<file path="src/rtl/rr_arb_pkg.sv">
// ============================================================================
// Module      : rr_arb_pkg
// Description : Shared types and helpers for the round-robin arbiter slice.
// Revision    : 1.0 - initial release
// ============================================================================
`default_nettype none

package rr_arb_pkg;

  localparam int ARB_N_MAX = 16;
  localparam int ARB_IDX_W = $clog2(ARB_N_MAX);

  typedef enum logic [0:0] {
    IDLE  = 1'b0,
    GRANT = 1'b1
  } arb_state_t;

  // Index of the set bit; the input is expected to be one-hot or zero.
  function automatic logic [ARB_IDX_W-1:0] onehot_to_idx(input logic [ARB_N_MAX-1:0] oh);
    logic [ARB_IDX_W-1:0] idx;
    idx = '0;
    for (int i = 0; i < ARB_N_MAX; i++) begin
      if (oh[i]) idx = idx | ARB_IDX_W'(i);
    end
    return idx;
  endfunction

endpackage

`default_nettype wire

</file>
<file path="src/rtl/rr_arbiter_fsm_if.sv">
// ============================================================================
// Module      : rr_arbiter_fsm_if
// Description : Request/grant bundle between requesters and the arbiter.
// Revision    : 1.0 - initial release
// ============================================================================
`default_nettype none

interface rr_arbiter_fsm_if #(
  parameter int N = 4
);
  localparam int IW = $clog2(N);

  logic [N-1:0]  req;
  logic [N-1:0]  grnt;
  logic [IW-1:0] grnt_id;
  logic          busy;

  modport master (output req, input grnt, input grnt_id, input busy);
  modport slave  (input req, output grnt, output grnt_id, output busy);
endinterface

`default_nettype wire

</file>
<file path="src/rtl/rr_pick.sv">
// ============================================================================
// Module      : rr_pick
// Description : Combinational rotating-priority picker starting at ptr.
// Revision    : 1.0 - initial release
// ============================================================================
`default_nettype none

module rr_pick
  import rr_arb_pkg::*;
#(
  parameter int N  = 4,
  parameter int IW = $clog2(N)
) (
  input  logic [N-1:0]  req,
  input  logic [IW-1:0] ptr,
  input  logic [N-1:0]  mask,
  output logic [N-1:0]  win,
  output logic [IW-1:0] win_id,
  output logic          any
);

  logic [N-1:0]  w_cand;
  logic [IW-1:0] w_idx;
  logic          w_found;

  assign w_cand = req & ~mask;
  assign any    = |w_cand;

  always_comb begin
    win     = '0;
    w_found = 1'b0;
    w_idx   = '0;
    for (int k = 0; k < N; k++) begin
      w_idx = IW'((int'(ptr) + k) % N);
      if (!w_found && w_cand[w_idx]) begin
        win[w_idx] = 1'b1;
        w_found    = 1'b1;
      end
    end
  end

  assign win_id = IW'(onehot_to_idx(ARB_N_MAX'(win)));

endmodule

`default_nettype wire

</file>
<file path="src/rtl/rr_arbiter_fsm.sv">
// ============================================================================
// Module      : rr_arbiter_fsm
// Description : Grant-holding round-robin arbiter with registered grant.
//               Optional hold limit enabled by define ARB_HOLD_LIMIT_EN.
// Revision    : 1.0 - initial release
// ============================================================================
`default_nettype none

module rr_arbiter_fsm
  import rr_arb_pkg::*;
#(
  parameter int N        = 4,
  parameter int MAX_HOLD = 8
) (
  input  logic           clk,
  input  logic           rst_n,
  rr_arbiter_fsm_if.slave bus
);

  localparam int IW = $clog2(N);

  if (N < 2 || N > ARB_N_MAX || MAX_HOLD < 1) begin : g_bad_params
    $error("rr_arbiter_fsm: parameter out of range");
  end

  arb_state_t    r_state;
  logic [N-1:0]  r_grnt;
  logic [IW-1:0] r_grnt_id;
  logic [IW-1:0] r_ptr;
  logic          r_busy;

  logic          w_owner_req;
  logic [IW-1:0] w_next_ptr;
  logic [IW-1:0] w_pick_ptr;
  logic [N-1:0]  w_mask;
  logic [N-1:0]  w_win;
  logic [IW-1:0] w_win_id;
  logic          w_any;

  assign w_owner_req = |(bus.req & r_grnt);
  assign w_next_ptr  = (r_grnt_id == IW'(N - 1)) ? '0 : r_grnt_id + 1'b1;
  // While granted, every pick is a hand-over: start after the owner, never re-pick it.
  assign w_pick_ptr  = (r_state == GRANT) ? w_next_ptr : r_ptr;
  assign w_mask      = (r_state == GRANT) ? r_grnt : '0;

  rr_pick #(.N(N), .IW(IW)) u_pick (
    .req    (bus.req),
    .ptr    (w_pick_ptr),
    .mask   (w_mask),
    .win    (w_win),
    .win_id (w_win_id),
    .any    (w_any)
  );

`ifdef ARB_HOLD_LIMIT_EN
  localparam int HW = $clog2(MAX_HOLD + 1);
  logic [HW-1:0] r_hold_cnt;
  logic          w_preempt;
  assign w_preempt = (r_hold_cnt == HW'(MAX_HOLD - 1)) && w_any;
`endif

  always_ff @(posedge clk or negedge rst_n) begin
    if (!rst_n) begin
      r_state   <= IDLE;
      r_grnt    <= '0;
      r_grnt_id <= '0;
      r_ptr     <= '0;
      r_busy    <= 1'b0;
`ifdef ARB_HOLD_LIMIT_EN
      r_hold_cnt <= '0;
`endif
    end else begin
      case (r_state)
        IDLE: begin
          if (w_any) begin
            r_state   <= GRANT;
            r_grnt    <= w_win;
            r_grnt_id <= w_win_id;
            r_busy    <= 1'b1;
`ifdef ARB_HOLD_LIMIT_EN
            r_hold_cnt <= '0;
`endif
          end
        end
        GRANT: begin
          if (!w_owner_req) begin
            r_ptr <= w_next_ptr;
            if (w_any) begin
              r_grnt    <= w_win;
              r_grnt_id <= w_win_id;
            end else begin
              r_state   <= IDLE;
              r_grnt    <= '0;
              r_grnt_id <= '0;
              r_busy    <= 1'b0;
            end
`ifdef ARB_HOLD_LIMIT_EN
            r_hold_cnt <= '0;
`endif
          end
`ifdef ARB_HOLD_LIMIT_EN
          else if (w_preempt) begin
            r_ptr      <= w_next_ptr;
            r_grnt     <= w_win;
            r_grnt_id  <= w_win_id;
            r_hold_cnt <= '0;
          end else if (r_hold_cnt != HW'(MAX_HOLD)) begin
            r_hold_cnt <= r_hold_cnt + 1'b1;
          end
`endif
        end
        default: r_state <= IDLE;
      endcase
    end
  end

  assign bus.grnt    = r_grnt;
  assign bus.grnt_id = r_grnt_id;
  assign bus.busy    = r_busy;

endmodule

`default_nettype wire

</file>
<file path="src/flat_wrapper.sv">
// flat-port wrapper written by rule: the top's interface ports become plain ports
module rr_arbiter_fsm_flat import rr_arb_pkg::*;
#(
  parameter int N        = 4,
  parameter int MAX_HOLD = 8
)
  (clk, rst_n, bus_req, bus_grnt, bus_grnt_id, bus_busy);
  rr_arbiter_fsm_if #(.N(N)) bus_i ();
  input  logic clk;
  input  logic rst_n;
  input wire logic [$bits(bus_i.req)-1:0] bus_req;
  output wire logic [$bits(bus_i.grnt)-1:0] bus_grnt;
  output wire logic [$bits(bus_i.grnt_id)-1:0] bus_grnt_id;
  output wire logic [$bits(bus_i.busy)-1:0] bus_busy;
  assign bus_i.req = bus_req;
  assign bus_grnt = bus_i.grnt;
  assign bus_grnt_id = bus_i.grnt_id;
  assign bus_busy = bus_i.busy;
  rr_arbiter_fsm #(.N(N), .MAX_HOLD(MAX_HOLD)) u_core (.clk(clk), .rst_n(rst_n), .bus(bus_i));
endmodule
</file>
<file path="config.mk">
export PLATFORM = sky130hd
export DESIGN_NAME = rr_arbiter_fsm_flat
export DESIGN_NICKNAME = d
export VERILOG_FILES = /design/src/rtl/rr_arb_pkg.sv /design/src/rtl/rr_arbiter_fsm_if.sv /design/src/rtl/rr_pick.sv /design/src/rtl/rr_arbiter_fsm.sv /design/src/flat_wrapper.sv
export SDC_FILE = /design/constraint.sdc
export NUM_CORES = 1
export LEC_CHECK = 0
export CAP_MARGIN = 20
export CORE_MARGIN = 2
export CORE_UTILIZATION = 55
export CTS_CLUSTER_DIAMETER = 200
export DETAILED_ROUTE_END_ITERATION = 10
export GPL_ROUTABILITY_DRIVEN = 1
export GPL_TIMING_DRIVEN = 1
export PLACE_DENSITY = 0.78
export SYNTH_ARGS = -nofsm -noshare
export SYNTH_HDL_FRONTEND = slang
export SYNTH_HIERARCHICAL = 1
export SYNTH_SLANG_ARGS = --single-unit
</file>
<file path="constraint.sdc">
create_clock -name clk -period 3.7 [get_ports clk]
set_input_delay 0.925 -clock clk [delete_from_list [all_inputs] [get_ports clk]]
set_output_delay 0.925 -clock clk [all_outputs]
set_load 0.1 [all_outputs]
</file>
# Word-level counts from Yosys, hierarchy flattened
# Index checks and enable logic that the tools add are counted.
# op_classes
addsub	4
magnitude_cmp	8
eq_ne	4
muxes	44
n_bitwise	8
reduce_logical	15
# ops
cell	count
$mux 4	8
$mux 1	17
$mux 2	7
$lt 2x3->1 const B	4
$or 4x4->4	3
$and 4x4->4	2
$bmux 1 s2	4
$demux 1 s2	4
$ge 2x1->1 const B	4
$pmux 4 s2	1
$reduce_or 4->1	2
$logic_and 1x1->1	7
$ne 2x2->1 const B	3
$add 2x1->2 const B	2
$add 2x2->2 const B	2
$not 4->4	1
$pmux 1 s2	2
$pmux 2 s2	1
$reduce_and 2->1	2
$logic_not 1->1	3
$reduce_and 3->1	1
$eq 2x2->1 const B	1
$not 1->1	2
# totals
ff_bits	10
inputBits	6
out_inout_bits	7
elab_cells	88

# Logic depth before layout (Yosys ltp)
# logic_depth
ltp_word	21
ltp_mapped	15
ltp_nobuf	13

# By module
# The synthesis kept the hierarchy.
# modules_own_cells
module	instances	cells_each	area_each_um2	seq_area_each_um2
rr_arbiter_fsm	1	58	621.8	250.2
rr_pick	1	72	506.7	0.0

# Worst setup path after synthesis
# Ideal clock, no wire load.
# synth_timing
path_kind	flip-flop to flip-flop
startpoint	reg u_core.r_grnt_id[0], in the netlist u_core/bus.grnt_id[0]
endpoint	reg u_core.r_grnt_id[0], in the netlist u_core/bus.grnt_id[0]
setup_ns	0.126
t_arrival_ns	3.707
required_ns	3.574
setup_slack_ns	-0.133
stages_incl_launch_ff	14
n_path_buf	2
period_less_slack_ns	3.833
cell_sequence	dfrtp_1 ha_1 nor2_1 mux2_2 clkbuf_1 inv_2 ha_1 buf_2 or3b_1 a2111oi_0 a41o_2 o21ai_1 and2_1 a221o_1
# synth_between
elab_chain_len	21
word_cells_on_any_way	58
cone_classes	add/sub (4); order compare (8); eq/ne (1); mux (32); bitwise (3); reduce/logical (10)
# synth_rtl
element	line	source
from (decl)	rr_arbiter_fsm.sv:28	logic [IW-1:0] r_grnt_id;
from (signal assigned)	rr_arbiter_fsm.sv:78	r_grnt_id <= w_win_id;
from (signal assigned)	rr_arbiter_fsm.sv:90	r_grnt_id <= w_win_id;
$add 2x1->2 or $eq 2x2->1 (tied branches)	rr_arbiter_fsm.sv:41	assign w_next_ptr = (r_grnt_id == IW'(N - 1)) ? '0 : r_grnt_id + 1'b1;
$mux 2 (*)	rr_arbiter_fsm.sv:41	
$mux 2 (*)	rr_arbiter_fsm.sv:43	assign w_pick_ptr = (r_state == GRANT) ? w_next_ptr : r_ptr;
named net u_core.w_pick_ptr[0]	rr_arbiter_fsm.sv:34	logic [IW-1:0] w_pick_ptr;
parallel branches: the longest is 11 deep, another holds $lt 2x3->1	--	
$mux 4 (*)	rr_pick.sv:35	if (!w_found && w_cand[w_idx]) begin
$mux 1	rr_arb_pkg.sv:23	if (oh[i]) idx = idx | ARB_IDX_W'(i);
$mux 2	rr_arb_pkg.sv:23	
$mux 2 (*)	rr_arb_pkg.sv:23	
named net u_core.w_win_id[0]	rr_arbiter_fsm.sv:37	logic [IW-1:0] w_win_id;
$mux 2	rr_arbiter_fsm.sv:88	if (w_any) begin
$mux 2	rr_arbiter_fsm.sv:86	if (!w_owner_req) begin
$pmux 2 s2 (*)	rr_arbiter_fsm.sv:73	case (r_state)
# Mark *: on every way through the listed nets, which the timed path passes. The select of a mux whose other input is x is not followed.
# A chain may end at the register's enable or synchronous reset.

# Final worst setup path
# layout_timing
startpoint	reg u_core.r_grnt_id[0], in the netlist u_core/bus.grnt_id[0]
endpoint	reg u_core.r_grnt_id[0], in the netlist u_core/bus.grnt_id[0]
# layout_between
elab_chain_len	21
word_cells_on_any_way	58
cone_classes	add/sub (4); order compare (8); eq/ne (1); mux (32); bitwise (3); reduce/logical (10)
# layout_rtl
element	line	source
$add 2x1->2 or $eq 2x2->1 (tied branches)	rr_arbiter_fsm.sv:41	
$mux 2 (*)	rr_arbiter_fsm.sv:41	
named net u_core.w_next_ptr[1]	rr_arbiter_fsm.sv:33	logic [IW-1:0] w_next_ptr;
$mux 2 (*)	rr_arbiter_fsm.sv:43	
named net u_core.w_pick_ptr[1]	rr_arbiter_fsm.sv:34	
parallel branches: the longest is 11 deep, another holds $lt 2x3->1	--	
$mux 4 (*)	rr_pick.sv:35	
$mux 1	rr_arb_pkg.sv:23	
$mux 2	rr_arb_pkg.sv:23	
$mux 2 (*)	rr_arb_pkg.sv:23	
named net u_core.w_win_id[0]	rr_arbiter_fsm.sv:37	
$mux 2	rr_arbiter_fsm.sv:88	
$mux 2	rr_arbiter_fsm.sv:86	
$pmux 2 s2 (*)	rr_arbiter_fsm.sv:73	
# Marks and branches as above.

==> run summary <==
The post-synthesis sequential element count works out to 10. TritonCTS built the clock tree. Synthesis produced 130 cells. The required time at the endpoint of the critical path was 3850 ps.

The number of warnings issued by yosys is 6. The tools report the final count of pins violating max slew as 0. CTS saw 10 sinks. The detail-routed via count per cell is 6.42, and the minimum period implied by the final worst setup slack is 3270 ps. Setup repair after global routing left no endpoint under its margin.

The effective utilization at floorplan is 58.1%. The area growth from synthesis to layout is 15.2%. The logs give 1038 for the number of global-route vias before repair and 0 for the max capacitance violation total. The run gives 24.4% as the total track usage. The worst setup path is launched from a flop. The clock-pin slew on the worst setup and hold paths was 70 ps. Entering global routing, the biggest net connects 15 pins. The detailed router placed 1098 vias in this run.

The tools report the number of antenna cells inserted as 0. The wire length per cell after detailed routing is 16.2 µm, and the die extent in x is 49.3 µm. The die is 49.3 µm tall. In this run, post-CTS repair resized a total of 0 instances. The core region is 0.00194 mm².

The tree is rooted in a sky130_fd_sc_hd__clkbuf_4. The run gives 416 ps as the pre-CTS setup slack. Source-to-sink clock delay at the later pin of the worst-skew pair: 270 ps.

For the area of the mapped netlist, the log shows 0.00113 mm². At the end of the flow, the number of nets in the layout was 159. The initial antenna violation count is 0. The tools report the I/O pin total as 13.

The run gives 37 as the number of DRC violations after detailed-routing iteration 0. The proportion of synthesized chip area in sequential cells came out at 22.2%. The count of fill cells added during filler insertion was 164; the number of enable flip-flop cells after synthesis was 0. The run finished with clean final reports. Routability-driven placement finished with a final weighted congestion of 0.991. The first TritonRoute pass finished after 4 iterations. Once the clock tree was built, the setup fixing pass inserted 0 buffers. In the routed design, unresolved DRC markers number 0. Of all nets on the critical path, the largest fanout is 8. The remaining global-route overflow was 0. Worst hold path class: reg2reg. The detail route stage leaves a number of antenna-violating nets equal to 0. The most used flip-flop cell after synthesis is sky130_fd_sc_hd__dfrtp_1. Summed over all nets, the half-perimeter wirelength after detailed placement is 2080 µm. The run gives 431 ps as the slack of the critical path.

At the pin with the least slew margin, the transition time is 969 ps. The count of H-tree levels built during CTS is 1. During placement, the flow inserted port buffers numbering 12. The logs give 144 for the post-synth net total and 306 MHz for the maximum frequency from static timing analysis.

The worst setup path is captured at a flop. Setup violations remaining at the end of the flow were counted as 0. The first global-routing pass estimated 4620 µm of wire.

The number of hold buffers added after CTS was 0. Classification of the worst setup path: reg2reg. Summed over all layers, the routed wires come to 2780 µm. The share of the clock period used by the worst path after layout is 88.3%. Counting distinct cell types in the post-synthesis netlist gives 41. The die outline area was 0.00243 mm²; the share of flip-flops with an asynchronous set or reset was 100%. Buffers inserted during clock tree synthesis total 3. The row count was 16; the share of layout cells above drive strength 1 was 20.8%.

Setup total negative slack on the finished layout was measured at 0 ps. The worst clock skew on the final layout is 1.20 ps, and the remaining max-slew budget at the tightest pin is 35.2%. The final number of hold-violating endpoints was 0. The logs give 3420 ps for the worst endpoint data arrival time and 2 for the number of buffers on the longest clock path. The multi-input combinational cells in the finished layout cover a total of 822 µm². A synthesized cell averages 8.68 µm². The sequential cells in the finished layout cover a total of 253 µm².
[routing by layer]
layer / global-route usage (%) / routed length [µm] / vias to the layer above / part of all wire [%]
li1: - / - / 522 / -
met1: 31.3 / 1210 / 520 / 43
met2: 40.3 / 1360 / 52 / 49
met3: 5.83 / 185 / 4 / 6.7
met4: 7.14 / 19 / 0 / 0.68
met5: 0 / 0 / - / 0
[cell families after synthesis]
group,Yosys count,synth area share [%]
DFF,10,22.2
buffers and inverters,10,4.99
muxes,12,12.6
and+or+nand+nor,51,25.7
adders and majority gates,8,8.87
AOI/OAI and AO/OA,39,25.6
[path summary, 6_finish.rpt]
kind / slack, ps / depth (start not counted) / startpoint / to
min in group asynchronous: 960 / 1 / rst_n / u_core/bus.grnt[0]
max reg2reg: 430 / 10 / u_core/bus.grnt_id[0] / u_core/bus.grnt_id[0]
min: 510 / 1 / u_core/r_ptr[0] / u_core/r_ptr[0]
min reg2reg: 510 / 1 / u_core/r_ptr[0] / u_core/r_ptr[0]
max in group asynchronous: 2410 / 1 / rst_n / u_core/bus.grnt_id[0]
max: 430 / 10 / u_core/bus.grnt_id[0] / u_core/bus.grnt_id[0]
[cell usage in the layout (no fill, tap or decap), types with 3 or more instances in the layout]
cell type                         synthesis  routed
sky130_fd_sc_hd__nor2b_1                  4       4
sky130_fd_sc_hd__a21oi_1                  4       4
sky130_fd_sc_hd__a22oi_1                  4       4
sky130_fd_sc_hd__dfrtp_1                 10       8
sky130_fd_sc_hd__clkbuf_4                 0       3
sky130_fd_sc_hd__nand2b_1                 4       4
sky130_fd_sc_hd__mux2i_1                  6       6
sky130_fd_sc_hd__nand3_1                 14      14
sky130_fd_sc_hd__nand2_1                  3       3
sky130_fd_sc_hd__buf_4                    0       8
sky130_fd_sc_hd__a221o_1                  6       6
sky130_fd_sc_hd__o21ai_0                 10      10
sky130_fd_sc_hd__mux2_2                   4       4
sky130_fd_sc_hd__and2_1                   9       9
sky130_fd_sc_hd__clkdlybuf4s50_1          0       8
sky130_fd_sc_hd__nor2_1                   7       7
sky130_fd_sc_hd__ha_1                     8       8
[sequential cells by signal (all words and copies together) (netlist names)]
signal and flops:
u_core/bus.grnt 4, u_core/r_state 1, u_core/bus.busy 1, u_core/r_ptr 2, u_core/bus.grnt_id 2
[worst max-delay path, cell delays in order, from the launching register on]
cell and delay, ps:
sky130_fd_sc_hd__dfrtp_2 430, sky130_fd_sc_hd__ha_1 310, sky130_fd_sc_hd__mux2_2 290, sky130_fd_sc_hd__inv_2 150, sky130_fd_sc_hd__ha_1 290, sky130_fd_sc_hd__or3b_1 380
sky130_fd_sc_hd__a2111oi_0 470, sky130_fd_sc_hd__a41o_2 250, sky130_fd_sc_hd__o21ai_1 110, sky130_fd_sc_hd__and2_1 180, sky130_fd_sc_hd__a221o_1 300
[synthesized netlist by cell type (3+ instances only)]
cell / count / area, µm²
sky130_fd_sc_hd__a221o_1: 6 / 60.1
sky130_fd_sc_hd__a22oi_1: 4 / 30.0
sky130_fd_sc_hd__dfrtp_1: 10 / 250
sky130_fd_sc_hd__buf_2: 3 / 15.0
sky130_fd_sc_hd__o21ai_0: 10 / 50.1
sky130_fd_sc_hd__nand2_1: 3 / 11.3
sky130_fd_sc_hd__mux2i_1: 6 / 60.1
sky130_fd_sc_hd__nand2b_1: 4 / 25.0
sky130_fd_sc_hd__nor2b_1: 4 / 25.0
sky130_fd_sc_hd__ha_1: 8 / 100
sky130_fd_sc_hd__and2_1: 9 / 56.3
sky130_fd_sc_hd__nand3_1: 14 / 70.1
sky130_fd_sc_hd__mux2_2: 4 / 45.0
sky130_fd_sc_hd__a21oi_1: 4 / 20.0
sky130_fd_sc_hd__nor2_1: 7 / 26.3
[per-stage QoR]
stage	util (%)	instances	area [µm²]	hold slack, ps
after floorplan	-	130	1130	475
after global placement	65.1	167	1260	484
after detailed placement	65.1	167	1260	493
after CTS	66.9	171	1300	509
after global routing	66.9	171	1300	522
final	66.9	171	1300	506
[layout make-up]
cell class	count	share of cell area, %
tap	27	2.60
multi-input combinational	110	63.2
inverter	4	1.15
clock buffer	4	2.79
timing repair buffer	16	10.8
sequential	10	19.4
Power is not shown: default switching activity piles up to over one toggle a cycle in this logic, so the estimate is an artifact.
